## config.mk

```make
export PLATFORM = sky130hd
export DESIGN_NAME = io_map_ctrl_flat
export DESIGN_NICKNAME = d
export VERILOG_FILES = /design/src/rtl/io_map_ctrl_if.sv /design/src/rtl/io_map_ctrl.sv /design/src/flat_wrapper.sv
export SDC_FILE = /design/constraint.sdc
export NUM_CORES = 1
export LEC_CHECK = 0
export ABC_AREA = 1
export CAP_MARGIN = 40
export CORE_UTILIZATION = 39
export DETAILED_ROUTE_END_ITERATION = 12
export PLACE_DENSITY = 0.83
export RECOVER_POWER = 25
export SYNTH_ARGS = -nofsm -noshare
export SYNTH_HDL_FRONTEND = slang
export SYNTH_SLANG_ARGS = --single-unit
```

## constraint.sdc

```tcl
create_clock -name clk -period 2.3 [get_ports clk]
set_clock_uncertainty 0.05 [all_clocks]
set_input_delay 0.23 -clock clk [delete_from_list [all_inputs] [get_ports clk]]
set_output_delay 0.23 -clock clk [all_outputs]
set_load 0.005 [all_outputs]
```

## src/rtl/io_map_ctrl_if.sv

```systemverilog
// Bus bundle between the CPU data port, the data RAM and io_map_ctrl.
// The master side drives requests and RAM read data; the slave side is the controller.
interface io_map_ctrl_if;
  logic [31:0] addr;
  logic [31:0] wdata;
  logic        we;
  logic        re;
  logic [31:0] mem_rdata;
  logic        commit;
  logic        mem_enb;
  logic        mem_we;
  logic [31:0] rdata;
  logic        rvalid;
  logic        addr_err;

  modport master (
    output addr, wdata, we, re, mem_rdata, commit,
    input  mem_enb, mem_we, rdata, rvalid, addr_err
  );

  modport slave (
    input  addr, wdata, we, re, mem_rdata, commit,
    output mem_enb, mem_we, rdata, rvalid, addr_err
  );
endinterface

```

## src/rtl/io_map_ctrl.sv

```systemverilog
// Memory-mapped I/O decode for RAM window plus double-buffered sprite registers.
// Reads answer one cycle after the request; unmapped accesses raise a one-cycle addr_err.
module io_map_ctrl #(
  parameter int unsigned MEM_TOP  = 119,
  parameter int unsigned REG_BASE = 120,
  parameter int unsigned N_REGS   = 2,
  parameter int unsigned REG_W    = 10,
  parameter logic [31:0] RST_VAL  = '0
) (
  input  logic                    clk,
  input  logic                    rst,
  io_map_ctrl_if.slave            bus,
  output logic [N_REGS-1:0]       dirty,
  output logic [N_REGS*REG_W-1:0] active_regs
);

  localparam int unsigned IDX_W     = (N_REGS > 1) ? $clog2(N_REGS) : 1;
  localparam logic [31:0] MEM_TOP_U = 32'(MEM_TOP);
  localparam logic [31:0] REG_LO_U  = 32'(REG_BASE);
  localparam logic [32:0] REG_END   = 33'(REG_BASE) + 33'(N_REGS);
  localparam logic [REG_W-1:0] RST_V = RST_VAL[REG_W-1:0];

  typedef enum logic [1:0] {
    SRC_NONE,
    SRC_MEM,
    SRC_REG
  } src_e;

  logic             in_mem;
  logic             in_reg;
  logic             unmapped;
  logic [IDX_W-1:0] idx;
  logic             wr_op;
  logic             rd_op;
  logic [REG_W-1:0] wd;

  logic [REG_W-1:0] shadow_q [N_REGS];
  logic [REG_W-1:0] shadow_d [N_REGS];
  logic [REG_W-1:0] active_q [N_REGS];
  logic [REG_W-1:0] active_d [N_REGS];
  logic [N_REGS-1:0] dirty_q, dirty_d;
  src_e             src_q, src_d;
  logic [31:0]      rval_q, rval_d;
  logic             rvalid_q, rvalid_d;
  logic             aerr_q, aerr_d;

  // Address decode; the RAM window wins if it overlaps the register window.
  assign in_mem   = (bus.addr <= MEM_TOP_U);
  assign in_reg   = !in_mem && (bus.addr >= REG_LO_U) && ({1'b0, bus.addr} < REG_END);
  assign unmapped = !in_mem && !in_reg;
  assign idx      = IDX_W'(bus.addr - REG_LO_U);
  assign wd       = REG_W'(bus.wdata);

  assign wr_op = bus.we;
  assign rd_op = bus.re && !bus.we;

  assign bus.mem_enb = in_mem && (bus.we || bus.re);
  assign bus.mem_we  = in_mem && bus.we;

  always_comb begin
    for (int i = 0; i < N_REGS; i++) begin
      shadow_d[i] = shadow_q[i];
      active_d[i] = active_q[i];
    end
    dirty_d  = dirty_q;
    src_d    = SRC_NONE;
    rval_d   = '0;
    rvalid_d = rd_op;
    aerr_d   = (bus.we || bus.re) && unmapped;

    // Commit uses the pre-write shadow, so a same-cycle write stays pending.
    if (bus.commit) begin
      for (int i = 0; i < N_REGS; i++) begin
        if (dirty_q[i]) begin
          active_d[i] = shadow_q[i];
          dirty_d[i]  = 1'b0;
        end
      end
    end

    if (wr_op && in_reg) begin
      shadow_d[idx] = wd;
      dirty_d[idx]  = 1'b1;
    end

    if (rd_op) begin
      if (in_mem) begin
        src_d = SRC_MEM;
      end else if (in_reg) begin
        src_d              = SRC_REG;
        rval_d[REG_W-1:0]  = shadow_q[idx];
      end
    end
  end

  always_ff @(posedge clk) begin
    if (rst) begin
      for (int i = 0; i < N_REGS; i++) begin
        shadow_q[i] <= RST_V;
        active_q[i] <= RST_V;
      end
      dirty_q  <= '0;
      src_q    <= SRC_NONE;
      rval_q   <= '0;
      rvalid_q <= 1'b0;
      aerr_q   <= 1'b0;
    end else begin
      for (int i = 0; i < N_REGS; i++) begin
        shadow_q[i] <= shadow_d[i];
        active_q[i] <= active_d[i];
      end
      dirty_q  <= dirty_d;
      src_q    <= src_d;
      rval_q   <= rval_d;
      rvalid_q <= rvalid_d;
      aerr_q   <= aerr_d;
    end
  end

  // Response stage: RAM data passes straight through in the response cycle.
  always_comb begin
    bus.rdata = '0;
    if (rvalid_q) begin
      case (src_q)
        SRC_MEM: bus.rdata = bus.mem_rdata;
        SRC_REG: bus.rdata = rval_q;
        default: bus.rdata = '0;
      endcase
    end
  end

  assign bus.rvalid   = rvalid_q;
  assign bus.addr_err = aerr_q;
  assign dirty        = dirty_q;

  always_comb begin
    active_regs = '0;
    for (int i = 0; i < N_REGS; i++) begin
      active_regs[i*REG_W +: REG_W] = active_q[i];
    end
  end

endmodule

```

## src/flat_wrapper.sv

```systemverilog
// flat-port wrapper written by rule: the top's interface ports become plain ports
module io_map_ctrl_flat 
#(
  parameter int unsigned MEM_TOP  = 119,
  parameter int unsigned REG_BASE = 120,
  parameter int unsigned N_REGS   = 2,
  parameter int unsigned REG_W    = 10,
  parameter logic [31:0] RST_VAL  = '0
)
  (clk, rst, dirty, active_regs, bus_addr, bus_wdata, bus_we, bus_re, bus_mem_rdata, bus_commit, bus_mem_enb, bus_mem_we, bus_rdata, bus_rvalid, bus_addr_err);
  io_map_ctrl_if bus_i ();
  input  logic clk;
  input  logic rst;
  output logic [N_REGS-1:0] dirty;
  output logic [N_REGS*REG_W-1:0] active_regs;
  input wire logic [$bits(bus_i.addr)-1:0] bus_addr;
  input wire logic [$bits(bus_i.wdata)-1:0] bus_wdata;
  input wire logic [$bits(bus_i.we)-1:0] bus_we;
  input wire logic [$bits(bus_i.re)-1:0] bus_re;
  input wire logic [$bits(bus_i.mem_rdata)-1:0] bus_mem_rdata;
  input wire logic [$bits(bus_i.commit)-1:0] bus_commit;
  output wire logic [$bits(bus_i.mem_enb)-1:0] bus_mem_enb;
  output wire logic [$bits(bus_i.mem_we)-1:0] bus_mem_we;
  output wire logic [$bits(bus_i.rdata)-1:0] bus_rdata;
  output wire logic [$bits(bus_i.rvalid)-1:0] bus_rvalid;
  output wire logic [$bits(bus_i.addr_err)-1:0] bus_addr_err;
  assign bus_i.addr = bus_addr;
  assign bus_i.wdata = bus_wdata;
  assign bus_i.we = bus_we;
  assign bus_i.re = bus_re;
  assign bus_i.mem_rdata = bus_mem_rdata;
  assign bus_i.commit = bus_commit;
  assign bus_mem_enb = bus_i.mem_enb;
  assign bus_mem_we = bus_i.mem_we;
  assign bus_rdata = bus_i.rdata;
  assign bus_rvalid = bus_i.rvalid;
  assign bus_addr_err = bus_i.addr_err;
  io_map_ctrl #(.MEM_TOP(MEM_TOP), .REG_BASE(REG_BASE), .N_REGS(N_REGS), .REG_W(REG_W), .RST_VAL(RST_VAL)) u_core (.clk(clk), .rst(rst), .bus(bus_i), .dirty(dirty), .active_regs(active_regs));
endmodule
```

; ---- Word-level counts from Yosys, hierarchy flattened
; Memories as Yosys holds them, arrays and structs flattened. A register that Yosys moved wholly into a read port is not among the register bits.
; Cells that the tools add are included.
[op_classes]
add_sub_neg = 1
magnitude_cmp = 7
n_eq_ne = 2
muxes = 22
n_bitwise = 8
n_reduce_logical = 17
[op_table]
columns = op, n
row1 = 10-bit two-way mux, 7
row2 = 32-bit case mux with 2 select lines, 1
row3 = 20-bit two-way mux, 2
row4 = "32-bit by 7-bit greater-or-equal comparator with 1-bit output, second input constant", 1
row5 = "32-bit by 7-bit <= comparator with 1-bit output, second input constant", 1
row6 = "32-bit by 7-bit less-than comparator with 1-bit output, second input constant", 1
row7 = 32-bit two-way mux, 1
row8 = 20-bit bitwise mux, 1
row9 = 10-bit demux with 1-bit select, 1
row10 = 1-bit logical AND, 10
row11 = 2-bit two-way mux, 3
row12 = 1-bit two-way mux, 5
row13 = 1-bit OR, 4
row14 = 4-bit OR reduction, 1
row15 = 1-bit zero test, 3
row16 = 3-bit OR reduction, 1
row17 = "2-bit by 1-bit equality test with 1-bit output, second input constant", 1
row18 = "2-bit equality test, second input constant", 1
row19 = "2-bit greater-or-equal comparator, second input constant", 1
row20 = "1-bit by 2-bit less-than comparator with 1-bit output, second input constant", 1
row21 = "2-bit by 1-bit less-than comparator with 1-bit output, second input constant", 1
row22 = 1-bit inverter, 2
row23 = 1-bit inverter with 2-bit output, 1
row24 = 2-bit OR, 1
row25 = 5 further kinds, 5
[word_totals]
ff_bits = 28
ramBits = 40
in_bits = 101
output_inout_bits = 58
wordCells = 65
mem_count = 2
[memory_table]
columns = memory, words, width, read_ports, rd_clocked_by_memory_dff, write_ports, line
row1 = u_core.active_q, 2, 10, 2, 0, 2, io_map_ctrl.sv:39  ; logic [REG_W-1:0] active_q [N_REGS];
row2 = u_core.shadow_q, 2, 10, 3, 1, 2, io_map_ctrl.sv:37  ; logic [REG_W-1:0] shadow_q [N_REGS];

; ---- Logic depth before layout (Yosys ltp)
; Gate-level depths: netlist of the first run.
[logic_depth]
depth_word = 9
mapped_depth = 11
mapped_depth_nobuf = 10

; ---- Worst setup path before layout of the first run
; OpenSTA, ideal clock, no wires.
[synth_path]
path_type = input to register
start = input port bus_addr[15]
end = memory u_core.shadow_q[0][1]
setup_ns = 0.113
arrival_ns = 1.129
required_ns = 2.137
path_slack_ns = 1.008
path_stages = 9
n_path_buf = 1
path_cell_list = nor2_1 -> nand2_1 -> nor2_2 -> nand3_2 -> nor2_4 -> nand4_2 -> buf_2 -> nor2_1 -> nor2_1
[synth_rtl]
columns = element, line
row1 = from (decl), flat_wrapper.sv:16  ; input wire logic [$bits(bus_i.addr)-1:0] bus_addr;
row2 = to (decl), io_map_ctrl.sv:37

; ---- Worst setup path after layout of the first run
[layout_path]
start = input port bus_addr[7]
end = output port bus_mem_enb
[layout_via]
elab_chain_cells = 2
[layout_lines]
columns = element, line
row1 = 32-bit by 7-bit <= comparator with 1-bit output, io_map_ctrl.sv:48  ; assign in_mem = (bus.addr <= MEM_TOP_U);
row2 = 1-bit logical AND, io_map_ctrl.sv:57  ; assign bus.mem_enb = in_mem && (bus.we || bus.re);
row3 = to (decl), flat_wrapper.sv:22  ; output wire logic [$bits(bus_i.mem_enb)-1:0] bus_mem_enb;
; No other way between the ends.

==> results of run 1 <==
==> metal layers <==
metal  part of all wire  GRT usage  vias to the layer above
met3              0.099     0.0473                       11
li1                   -          -                     1414
met1               0.38      0.221                     1166
met5                  0          0                        -
met2               0.51      0.407                      102
met4              0.015     0.0632                        0
==> logic make-up after synthesis <==
| logic type | Yosys count |
|---|---|
| AO/OA/AOI/OAI | 63 |
| buffers and inverters | 74 |
| AND/OR/NAND/NOR | 189 |
| adder cells (fa/ha/maj) | 2 |
| flip-flops | 56 |
==> report_power, final <==
group / total, uW / switching (uW) / internal (uW)
registers: 972 / 0.946 / 971
logic: 184 / 55.3 / 129
clock network: 647 / 316 / 330
==> how the worst max path moves through the flow <==
| stage | depth (start not counted) | slack [ps] | to |
|---|---|---|---|
| 5_1_grt | 10 | 7 | bus_mem_enb |
| 2_1_floorplan | 9 | 1010 | u_core.shadow_q[0][1] |
| 3_3_place_gp | 10 | 180 | bus_mem_enb |
| 6_report | 10 | 130 | bus_mem_enb |
| 3_5_place_dp | 10 | 120 | bus_mem_enb |
| 4_1_cts | 5 | 10 | bus_rdata[27] |
==> final cells by class <==
| class | count | area (um2) | area share |
|---|---|---|---|
| Inverter | 55 | 206 | 0.0511 |
| Clock buffer | 5 | 68.8 | 0.0170 |
| Tap cell | 75 | 93.8 | 0.0232 |
| Multi-Input combinational cell | 254 | 1090 | 0.271 |
| Sequential cell | 56 | 1120 | 0.278 |
| Timing Repair Buffer | 142 | 1410 | 0.348 |
| Clock inverter | 3 | 46.3 | 0.0115 |
==> state kept, by name (all words and copies together), names as in the netlist <==
| signal | flops |
|---|---|
| u_core.shadow_q | 20 |
| u_core.bus.addr_err | 1 |
| u_core.bus.rvalid | 1 |
| u_core.dirty | 2 |
| u_core.rval_q | 10 |
| u_core.src_q | 2 |
| u_core.active_q | 20 |
==> per-stage QoR <==
stage               hold WS, ps  setup slack, ps  utilization  total power [uW]
floorplan                   249             1010            -              1030
global placement            411              183        0.646              1180
detailed placement          421              119        0.646              1180
CTS                         436             14.0        0.665              1820
global route                454             7.41        0.666              1880
finish                      431              131        0.666              1800
==> layout by cell type, fill, tap and decap left out, drive strengths merged <==
cell type / netlist / layout
clkbuf: 14 / 6
nand3: 2 / 2
buf: 5 / 5
inv: 55 / 56
clkinv: 0 / 1
a21oi: 42 / 42
clkdlybuf4s50: 0 / 129
nand4: 3 / 3
nor3: 2 / 2
dfxtp: 56 / 56
nand2: 79 / 79
dlygate4sd3: 0 / 7
ha: 2 / 2
o21ai: 20 / 20
o21a: 1 / 1
nor2: 103 / 103
bufinv: 0 / 1
==> what timing repair did <==
action / 4_1_cts / 5_1_grt
hold buffers: 0 / 0
setup buffers: 0 / 1
resized for setup: 0 / 2
endpoints found under the setup margin: 0 / 31
==> worst min-delay path, delay by kind of cell, from the launching register on <==
kind            cells  cell delay, ps
compound gates      1              60
flops               1             320
buf+inv             1              60
==> flow_metrics.py, run 1 <==
metrics = {
    "outcome": {
        "status": "completed",
    },
    "timing": {
        "rsz0062_at_grt": "no",
        "timing.final.crit_share": 0.943,
        "fmax_mhz": 461,
        "worstMarginPinSlew_ps": 478,
        "drv_slew": 0,
        "timing_hold_violations_final": 0,
        "final-setup-viol-count": 0,
        "setup_tns_ps": 0,
        "slew_headroom": 0.681,
        "finalCriticalPeriod_ps": 2170,
    },
    "synth": {
        "avgSynthCellArea_um2": 6.55,
        "synth_top_family_by_area": "simple AND/OR/NAND/NOR gates",
        "synth_seq_area_share": 0.446,
        "synth_top_cell_by_area": "dfxtp_1",
        "netlist-cell-type-count": 19,
        "synth_area_leaders": "dfxtp_1 45%, nor2_1 15%, nand2_1 12%",
        "yosys-top-cells-count": "99 x nor2_1, 79 x nand2_1, 56 x dfxtp_1",
        "synth_mux_area_frac": 0,
        "syn_nets": 487,
        "yosysMostFrequentCell": "nor2_1",
        "syn_inst": 384,
        "yosys.area_share.simple": 0.300,
        "synth_compound_area_frac": 0.126,
        "async_reset_ff_frac": 0,
        "synthAdderAreaFrac": 0.00995,
        "syn-cell-area_um2": 2510,
        "ys.flop_type": "dfxtp_1",
        "synth_xor_area_frac": 0,
        "yosysWarnings": 0,
        "synth_top_area_frac": 0.446,
        "synth_seq_cells": 56,
        "synth_edf_count": 0,
    },
    "drt": {
        "ant_nets": 0,
        "num_vias": 2693,
        "drt-wirelength-per-cell_um": 11.7,
        "firstDrtPassIters": 4,
        "drcViolationCount": 0,
        "drt_iter0_drc": 102,
        "via_per_inst": 4.56,
        "wl_um": 6910,
    },
    "die": {
        "fp-row-count": 28,
        "dieHeight_um": 82.3,
        "core-area_um2": 6060,
        "ios": 159,
        "fp.dieW_um": 82.3,
        "start_util": 0.415,
        "dieArea_um2": 6770,
    },
    "setup_path": {
        "cp_max_fo": 3,
        "slowest_delay_ps": 520,
        "crit_required_ps": 2020,
        "worstSetupPathType": "primary input to output pin",
        "crit_chain": "clkdlybuf4s50_1 > inv_2 > nand2_1 > nor2_1 > nand2_1 > nand2_1 > inv_1 > nand4_1 > nor2_1 > clkdlybuf4s50_1",
        "r2r_cells": 4,
        "crit_path_frequent_cell": "nand2_1",
        "cp-start-kind": "primary input",
        "endpoint_kind": "output pin",
        "crit_start": "bus_addr[7]",
        "critPathTopFamily": "buffers and inverters",
        "cp_slowest_cell": "clkdlybuf4s50_1",
        "r2r-start": "u_core.dirty[1]",
        "r2r_setup_slack_ps": 1100,
        "r2r-end": "u_core.active_q[0][15]",
        "crit_arrival_ps": 1890,
        "timing.critical_path.buf_inv": 4,
    },
    "clock_network": {
        "clk_path_buf_depth": 2,
        "cts_tree": "done",
        "clk_pin_slew_worst_paths_ps": 100,
        "cts.sinks": 56,
        "clk_latency_ps": 300,
        "cts.htree.levels": 2,
        "cts_root_buf": "clkbuf_8",
        "cts_made_buffers": 5,
    },
    "hold_path": {
        "whs_path_depth": 2,
        "hold_path_class": "flop to flop",
        "hold_start": "u_core.shadow_q[1][4]",
        "holdPathEnd": "u_core.active_q[0][14]",
    },
    "place": {
        "port_buffers": 136,
        "dp_cells": 581,
        "dpl-instance-area_um2": 3920,
        "dpl.hpwl_um": 5420,
        "place_congestion": 0.815,
    },
    "global_route": {
        "grt_pass1_vias": 2521,
        "grt_pass1_wl_um": 10900,
        "grt_overflow_total": 0,
        "grt.total_usage": 0.210,
        "grt_start_max_net_pins": 41,
        "antenna_found_initial": 0,
    },
    "final_layout": {
        "num_antenna_cells": 0,
        "final_cells": 590,
        "area_growth_pct": 60.5,
        "drive_above_1_share": 0.0447,
        "design_area_um2": 4040,
        "filler_cell_count": 535,
        "final_nets": 617,
    },
    "flow_run": {
        "drv_cap": 0,
    },
    "power": {
        "ir_drop_uv": 350,
        "p_per_area_nw_per_um2": 446,
        "p_leak_uw": 0.00178,
    },
}
Power figures use the tool's default switching activity.
==> run 2, diff against run 1 <==
--- a/config.mk
+++ b/config.mk
@@ -9,6 +9,7 @@
 export CAP_MARGIN = 40
 export CORE_UTILIZATION = 39
 export DETAILED_ROUTE_END_ITERATION = 12
+export GPL_TIMING_DRIVEN = 0
 export PLACE_DENSITY = 0.83
 export RECOVER_POWER = 25
 export SYNTH_ARGS = -nofsm -noshare
==> constraint.sdc (replaced) <==
create_clock -name clk -period 2.6 [get_ports clk]
set_clock_uncertainty 0.05 [all_clocks]
set_input_delay 0.26 -clock clk [delete_from_list [all_inputs] [get_ports clk]]
set_output_delay 0.26 -clock clk [all_outputs]
set_load 0.005 [all_outputs]
==> run 2 against run 1 <==
Against the previous run:
- design area grew 0.40%
- sequential power decreased by 12%
- worst hold slack improved by 4.0 ps
- critical path type is now flop to output pin
- largest cell class unchanged
==> flow_metrics.py, run 2 (synthesized netlist as in run 1, its figures left out) <==
metrics = {
    "drt": {
        "drt-wirelength-per-cell_um": 11.9,
        "firstDrtPassIters": 4,
        "drcViolationCount": 0,
        "via_per_inst": 4.58,
        "wl_um": 7200,
        "num_vias": 2763,
        "drt_iter0_drc": 129,
        "ant_nets": 0,
    },
    "die": {
        "dieHeight_um": 82.3,
        "core-area_um2": 6060,
        "fp-row-count": 28,
        "start_util": 0.415,
        "fp.dieW_um": 82.3,
        "ios": 159,
        "dieArea_um2": 6770,
    },
    "global_route": {
        "grt.busiest_layer": "met2",
        "grt.total_usage": 0.216,
        "grt_overflow_total": 0,
        "grt_use_met1": 0.228,
        "grt_pass1_vias": 2602,
        "grt_start_max_net_pins": 18,
        "grt_pass1_wl_um": 11200,
        "met2_usage": 0.426,
        "antenna_found_initial": 0,
        "use_met3": 0.0418,
    },
    "clock_network": {
        "clk_pin_slew_worst_paths_ps": 100,
        "cts_made_buffers": 5,
        "cts.sinks": 56,
        "cts_root_buf": "clkbuf_8",
        "cts.htree.levels": 2,
        "hold_buffers": 0,
        "cts_tree": "done",
        "clk_path_buf_depth": 2,
        "cts_setup_buffers": 0,
        "clk_latency_ps": 300,
        "ctsResizeCount": 0,
    },
    "final_layout": {
        "num_antenna_cells": 0,
        "area_growth_pct": 61.2,
        "top_regs": "u_core.active_q (20), u_core.shadow_q (20), u_core.rval_q (10)",
        "layout_commonest_cell": "clkdlybuf4s50_1",
        "final_nets": 630,
        "layout_common_cells": "130 x clkdlybuf4s50_1, 100 x nor2_1, 79 x nand2_1",
        "drive_above_1_share": 0.0360,
        "finish.utilization": 0.669,
    },
    "setup_path": {
        "slowest_delay_ps": 530,
        "crit_chain": "inv_1 > ha_1 > clkbuf_1 > nand2_1 > a21oi_1 > clkdlybuf4s50_1",
        "timing.critical_path.buf_inv": 3,
        "critPathTopFamily": "buffers and inverters",
        "cp_slowest_cell": "clkdlybuf4s50_1",
        "cp_max_fo": 10,
        "endpoint_kind": "output pin",
        "crit_arrival_ps": 1960,
        "worstSetupPathType": "flop to output pin",
        "crit_required_ps": 2290,
        "cp-start-kind": "flop",
    },
    "power": {
        "p_per_area_nw_per_um2": 367,
        "power_uw": 1490,
        "ir_drop_uv": 284,
        "p_leak_uw": 0.00177,
    },
    "hold_path": {
        "hold_path_class": "flop to flop",
    },
    "timing": {
        "worst_slack_ps": 328,
        "fmax_mhz": 440,
        "finalCriticalPeriod_ps": 2270,
        "rsz0062_at_grt": "no",
        "timing_hold_violations_final": 0,
        "final-setup-viol-count": 0,
        "drv_slew": 0,
        "timing.final.crit_share": 0.874,
        "setup_tns_ps": 0,
        "worstMarginPinSlew_ps": 463,
        "slew_headroom": 0.691,
    },
    "place": {
        "dp_slack_ps": 372,
        "place_congestion": 0.859,
        "dpl.hpwl_um": 5860,
        "port_buffers": 136,
    },
    "flow_run": {
        "drv_cap": 0,
    },
    "outcome": {
        "status": "completed",
    },
}
## run 2: cell count changes in the layout (fill, tap and decap cells not counted), moves of 2 or more
cell | previous run | this run
clkbuf_1 | 0 | 15
nand2_1 | 77 | 79
buf_2 | 0 | 3
buf_4 | 5 | 0
nand2_2 | 2 | 0
buf_6 | 0 | 2
## run 2: metal layers
metal	up-vias	share of wire	wire length (um)
li1	1444	-	-
met1	1198	0.38	2740
met2	112	0.52	3710
met3	9	0.092	660
met4	0	0.011	82
met5	-	0	0
## run 2: path summary, 6_finish.rpt
path,start,end,slack [ps],cells after the start
setup reg to reg,u_core.dirty[0],u_core.active_q[0][8],1400,5
hold reg to reg,u_core.shadow_q[1][4],u_core.active_q[0][14],440,2
hold / removal,u_core.shadow_q[1][4],u_core.active_q[0][14],440,2
setup / recovery,u_core.src_q[1],bus_rdata[1],330,6
## run 2: cell type report
cell class | instances | area [um2]
fill | 533 | 2010
timing repair buffer | 136 | 1360
sequential | 56 | 1120
multi-input combinational | 254 | 1090
inverter | 55 | 206
tap | 75 | 93.8
buffer | 19 | 90.1
clock buffer | 6 | 72.6
clock inverter | 2 | 13.8
## run 2: power breakdown
part | switching [uW] | leakage [uW] | internal (uW) | total, uW
logic | 50.4 | 0.00127 | 114 | 164
clock network | 272 | 0.0000456 | 193 | 465
registers | 0.653 | 0.000451 | 859 | 859
total | 323 | 0.00177 | 1160 | 1490
## run 2: worst min-delay path, cell delays in order (launching register included)
cell and delay [ps]:
dfxtp_1 320, inv_1 70, a21oi_1 60
## run 2: metrics by stage
step / hold slack (ps) / instance area [um2] / instances
2_1_floorplan: 279 / 2510 / 384
3_3_place_gp: 413 / 3970 / 595
3_5_place_dp: 422 / 3970 / 595
4_1_cts: 436 / 4060 / 603
5_1_grt: 463 / 4050 / 603
6_report: 435 / 4050 / 603
